==> src/rtl/and5_qualifier.sv <==
// and5_qualifier: debounces the single-bit output of the 5-input AND gate into a
// qualifier that sets after HOLD_CYCLES consecutive high samples and clears after
// REL_CYCLES consecutive low samples. Qualified rises are counted in a saturating,
// host-clearable counter.
// Optional feature macro: AND5_QUAL_RUNLEN_EN -- when defined, last_run reports the
// length in cycles of the most recent completed qualified period; when undefined the
// last_run port is tied to zero and no run counter is built.
module and5_qualifier #(
    parameter int HOLD_CYCLES = 4,
    parameter int REL_CYCLES  = 2,
    parameter int CNT_W       = 8
) (
    input  logic             clk,
    input  logic             rst,
    input  logic             and_in,
    input  logic             clear,
    output logic             qual_out,
    output logic             rise_pulse,
    output logic [CNT_W-1:0] event_cnt,
    output logic             cnt_sat,
    output logic [CNT_W-1:0] last_run
);

    typedef enum logic [1:0] {
        ST_IDLE,
        ST_ARMING,
        ST_ACTIVE,
        ST_RELEASE
    } state_t;

    localparam logic [CNT_W-1:0] CntMax   = {CNT_W{1'b1}};
    localparam logic [CNT_W-1:0] HoldLast = CNT_W'(HOLD_CYCLES - 1);
    localparam logic [CNT_W-1:0] RelLast  = CNT_W'(REL_CYCLES - 1);

    state_t           state_q, state_d;
    logic             in_q;
    logic [CNT_W-1:0] hcnt_q, hcnt_d;
    logic [CNT_W-1:0] rcnt_q, rcnt_d;
    logic [CNT_W-1:0] eventCnt_q, eventCnt_d;
    logic             cntSat_q, cntSat_d;
    logic             risePulse_q;
    logic             riseEvent;
    logic             qualified;

    assign qualified  = (state_q == ST_ACTIVE) || (state_q == ST_RELEASE);
    assign qual_out   = qualified;
    assign rise_pulse = risePulse_q;
    assign event_cnt  = eventCnt_q;
    assign cnt_sat    = cntSat_q;

    // Next-state logic: arm/release counters and flag entry into ACTIVE as a new event
    always_comb begin
        state_d   = state_q;
        hcnt_d    = hcnt_q;
        rcnt_d    = rcnt_q;
        riseEvent = 1'b0;
        case (state_q)
            ST_IDLE: begin
                hcnt_d = '0;
                rcnt_d = '0;
                if (in_q) begin
                    if (HOLD_CYCLES == 1) begin
                        state_d   = ST_ACTIVE;
                        riseEvent = 1'b1;
                    end else begin
                        state_d = ST_ARMING;
                        hcnt_d  = CNT_W'(1);
                    end
                end
            end
            ST_ARMING: begin
                if (!in_q) begin
                    state_d = ST_IDLE;
                    hcnt_d  = '0;
                end else if (hcnt_q == HoldLast) begin
                    state_d   = ST_ACTIVE;
                    hcnt_d    = '0;
                    riseEvent = 1'b1;
                end else begin
                    hcnt_d = hcnt_q + CNT_W'(1);
                end
            end
            ST_ACTIVE: begin
                if (!in_q) begin
                    if (REL_CYCLES == 1) begin
                        state_d = ST_IDLE;
                    end else begin
                        state_d = ST_RELEASE;
                        rcnt_d  = CNT_W'(1);
                    end
                end
            end
            ST_RELEASE: begin
                if (in_q) begin
                    state_d = ST_ACTIVE;
                    rcnt_d  = '0;
                end else if (rcnt_q == RelLast) begin
                    state_d = ST_IDLE;
                    rcnt_d  = '0;
                end else begin
                    rcnt_d = rcnt_q + CNT_W'(1);
                end
            end
            default: begin
                state_d = ST_IDLE;
                hcnt_d  = '0;
                rcnt_d  = '0;
            end
        endcase
    end

    // Event counter: clear wins over the old count but a coincident rise still counts
    always_comb begin
        eventCnt_d = eventCnt_q;
        if (clear) begin
            eventCnt_d = riseEvent ? CNT_W'(1) : '0;
        end else if (riseEvent && (eventCnt_q != CntMax)) begin
            eventCnt_d = eventCnt_q + CNT_W'(1);
        end
        cntSat_d = (eventCnt_d == CntMax);
    end

    // State, input sample and event registers
    always_ff @(posedge clk) begin
        if (rst) begin
            state_q     <= ST_IDLE;
            in_q        <= 1'b0;
            hcnt_q      <= '0;
            rcnt_q      <= '0;
            eventCnt_q  <= '0;
            cntSat_q    <= 1'b0;
            risePulse_q <= 1'b0;
        end else begin
            state_q     <= state_d;
            in_q        <= and_in;
            hcnt_q      <= hcnt_d;
            rcnt_q      <= rcnt_d;
            eventCnt_q  <= eventCnt_d;
            cntSat_q    <= cntSat_d;
            risePulse_q <= riseEvent;
        end
    end

`ifdef AND5_QUAL_RUNLEN_EN
    logic [CNT_W-1:0] run_q, run_d;
    logic [CNT_W-1:0] lastRun_q, lastRun_d;

    // Run length: the counter already covers the final qualified cycle when IDLE is entered
    always_comb begin
        run_d     = run_q;
        lastRun_d = lastRun_q;
        if (riseEvent) begin
            run_d = CNT_W'(1);
        end else if (qualified && (run_q != CntMax)) begin
            run_d = run_q + CNT_W'(1);
        end
        if (qualified && (state_d == ST_IDLE)) begin
            lastRun_d = run_q;
        end
    end

    // Run length registers
    always_ff @(posedge clk) begin
        if (rst) begin
            run_q     <= '0;
            lastRun_q <= '0;
        end else begin
            run_q     <= run_d;
            lastRun_q <= lastRun_d;
        end
    end

    assign last_run = lastRun_q;
`else
    assign last_run = '0;
`endif

endmodule
==> config.mk <==
export PLATFORM = sky130hd
export DESIGN_NAME = and5_qualifier
export DESIGN_NICKNAME = d
export VERILOG_FILES = /design/src/rtl/and5_qualifier.sv
export SDC_FILE = /design/constraint.sdc
export NUM_CORES = 1
export LEC_CHECK = 0
export BUFFER_PORTS_ARGS = -buffer_cell sky130_fd_sc_hd__buf_2
export CORE_MARGIN = 2
export CORE_UTILIZATION = 30
export CTS_CLUSTER_DIAMETER = 120
export DETAILED_ROUTE_END_ITERATION = 10
export PLACE_DENSITY_LB_ADDON = 0.1
export REMOVE_ABC_BUFFERS = 1
export SYNTH_ARGS = -nofsm -noshare
export SYNTH_HDL_FRONTEND = slang
export SYNTH_SLANG_ARGS = --single-unit
export TNS_END_PERCENT = 30
==> constraint.sdc <==
create_clock -name clk -period 2.7 [get_ports clk]
set_input_delay 0.54 -clock clk [delete_from_list [all_inputs] [get_ports clk]]
set_output_delay 0.54 -clock clk [all_outputs]
set_load 0.03 [all_outputs]
==> impl_results.md <==
* Grt met1 use at 16.59%
* Max stage delay on crit path at between 0.5 and 0.6 ns
* Number of antenna violations at the first check in global routing at 0
* Cell count after synthesis at 194
* Worst endpoint required time at slightly below 3 ns
* Met2 GRT Util at 17.46%
* Post-CTS sizing at 0
* Global-route wire length before repair at between 5000 and 6000 microns
* Max Fanout on Critical Path at 5
* Fmax at roughly 0.42 GHz
* Area growth syn-to-layout at 12.55%
* Crit path cell chain: ha_1 > or4b_4 > nor3_4 > a2bb2oi_1 > or4_1 > a311oi_1
* DRC viols at 0
* Clock edge transition at the registers on the reported setup and hold paths at 0.07 ns
* Fin. max-slew vios at 0
* Pre-CTS setup slack at roughly 0.33 ns
* Setup ws final at about 0.3 ns
* # nets final at 214
* Post-DP HPWL at between 2000 and 2500 microns
* Starting Density at a little under a third
* Reg2reg path depth at 6
* Iteration-0 DRC count of the detailed router at just over 90
* Pint at about 0.00067 W
* Top-count cell post-synth: dfxtp_1
* Post-Route Skew at 0.004279 ns
* # port buffers at 14
* TritonCTS clock tree: yes
* RSZ-0062 raised after global routing: false
* Max_cap viols at 0
* Crit path buf inv count at 0
* Leak Pwr at 0.6453 nW
* Largest net degree at the start of global routing at 21
* DR WL/cell at 12.18 microns
* Arrival @ worst endpoint at 2.59 ns
* Gr busiest metal: met2
* VDD IR-drop max at approximately 0.23 mV
* Core area at between 0.005 and 0.006 sq mm
* Die Y at about 77 microns
* Max Root-Sink Buffers at 2
* Sequential share of the synthesized area at 36.62%
* Num rows at 26
* Vias in the first global route at approximately 1.2k
* Gate power share at 4.4%
* Worst setup path class: register to register
* Sw Share at between 20% and 30%
* Post-synth EDFFs at 0
* CTS buffer count at 5
* Ant diodes at 0
* Synthesized area per cell at 8.171 sq um
* Hold WS at ~0.46 ns
* Post-route ant nets at 0
* Ys async rst share at 0%
* Top cells by count, synth: dfxtp_1, nor2_1, a21oi_1
* WL final at 3373 microns
* Overall global routing resource usage at between 10% and 20%
* Setup TNS at 0 ns
* Placed Cells incl. Taps at 269
* Via density at roughly 5.0
* CP Capture Type: register
* Mapped Area at between 0.0015 and 0.002 sq mm
* Layout cell share with drive strength beyond 1 at ~15%
* Non-Filler Instances at 277
* Net Switching at between 0.0002 and 0.00025 W
* Chip Width at ~77 microns
* Hold path depth at 2
* Largest cells by area after synthesis: dfxtp_1, nor2_1, a21oi_1
* Clock power frac at a little under half
* Cell family with most CP delay: simple AND/OR/NAND/NOR gates
* Yosys top cell area share at around 37%
* Synth area leader: dfxtp_1
* Met3 Use GR at 2.824%
* Total gr overflow at 0
* Yosys warnings at 0
* Status: finished clean
* Post-route minimum period at around 2.4 ns
* Post-CTS Hold Buffers at 0
* Fin crit share at between 80% and 90%
* Top_reg_cell synth: dfxtp_1
* Clock Latency Late Sink at 0.28 ns
* # clock sinks at 29
* Pwr dens at about 490 mW/mm^2
* IO Pins at 23
* Final Hold Viols at 0
* Register share of total power at between 40% and 50%
* Setup violations, final at 0
* Critical path depth at 6
* Tightest Hold Check Type: input port to register
* Max-slew headroom at between 50% and 60%
* Slowest cell on the critical path: or4_1
* Worst-Margin Slew at between 0.6 and 0.7 ns
* CTS HTree Levels at 2
* GPL Wtd Cong at 0.7602
* Vias post-DR at approximately 1.4k
* Initial DRT Pass Iterations at 4
* # fillers at 566
* Worst Setup Start Kind: register
* Netlist cell types at 45
* Root Buffer: clkbuf_8
* Die area at between 0.005 and 0.006 sq mm
* Synth Register Bits at 29
* Postcts setup bufs at 0
[power groups by stage]
stage,Sequential [W],Clock (W),Combinational [W]
after floorplan,0.000442,0,0.0000254
after global placement,0.000441,0,0.0000386
after detailed placement,0.000441,0,0.0000386
after CTS,0.000431,0.000414,0.0000387
after global routing,0.000431,0.000438,0.0000424
final,0.000432,0.000399,0.0000384
[kinds of logic after synthesis]
family,synth area share (%)
buffers and inverters,7.577
AOI/OAI and AO/OA,16.97
adders and majority gates,3.157
and+or+nand+nor,29.28
muxes,0.6314
other,0.2366
xor gates and xnor gates,5.525
DFF,36.62
[stage by stage]
| stage | util (%) | instance area, sq um | power, W |
|---|---|---|---|
| finish | 34.93 | 1784 | 0.0008692 |
| CTS | 34.93 | 1784 | 0.0008843 |
| global route | 34.93 | 1784 | 0.0009123 |
| global placement | 32.95 | 1683 | 0.0004797 |
| detailed placement | 32.95 | 1683 | 0.0004798 |
| floorplan | - | 1503 | 0.0004672 |
[worst paths after layout]
kind / startpoint / endpoint / slack (ns)
worst max-delay path: hcnt_q[0] / cnt_sat / 0.31
worst min-delay path: and_in / in_q / 0.46
worst max register to register: hcnt_q[0] / cnt_sat / 0.31
worst min register to register: hcnt_q[3] / hcnt_q[3] / 0.52
[metal layers]
layer	share of wire [%]	vias up
li1	-	708
met1	51	624
met2	43	33
met3	3.4	7
met4	2.3	0
met5	0	-
[sequential cells by signal, summed over array words and instances (netlist names), named ones only]
name	cells
cnt_sat	1
rcnt_q	8
in_q	1
event_cnt	8
rise_pulse	1
hcnt_q	8
state_q	1
[area by class of cell]
| type | count | area, sq um | area share, % |
|---|---|---|---|
| clock inverters | 1 | 5.005 | 0.2805 |
| multi-input cells | 150 | 910.9 | 51.05 |
| inverters | 3 | 11.26 | 0.6311 |
| flip-flops and latches | 29 | 580.6 | 32.54 |
| repair buffers | 17 | 92.59 | 5.189 |
| well taps | 70 | 87.58 | 4.909 |
| clock buffers | 7 | 96.34 | 5.400 |
[cells in the final DEF, fill, tap and decap left out, drive strengths merged, types with 2 or more instances in the layout]
cell type,netlist,routed
inv,3,3
a211oi,2,2
xnor2,7,7
a31oi,2,2
or4,2,2
a2bb2oi,2,2
nor3b,2,2
a311oi,2,2
and3,7,7
dfxtp,29,29
nor2,28,28
o21ai,10,10
xor2,3,3
nand3,5,5
buf,10,17
a21oi,13,13
nor2b,4,4
or3,4,4
nor4,3,3
o211ai,2,2
nor3,6,6
nand2b,2,2
nand2,7,7
ha,4,4
clkbuf,9,7
conb,1,8
nand4,4,4
nand3b,6,6
o21bai,2,2
or4b,2,2
a22oi,3,3
(Power assumes the default switching activity.)
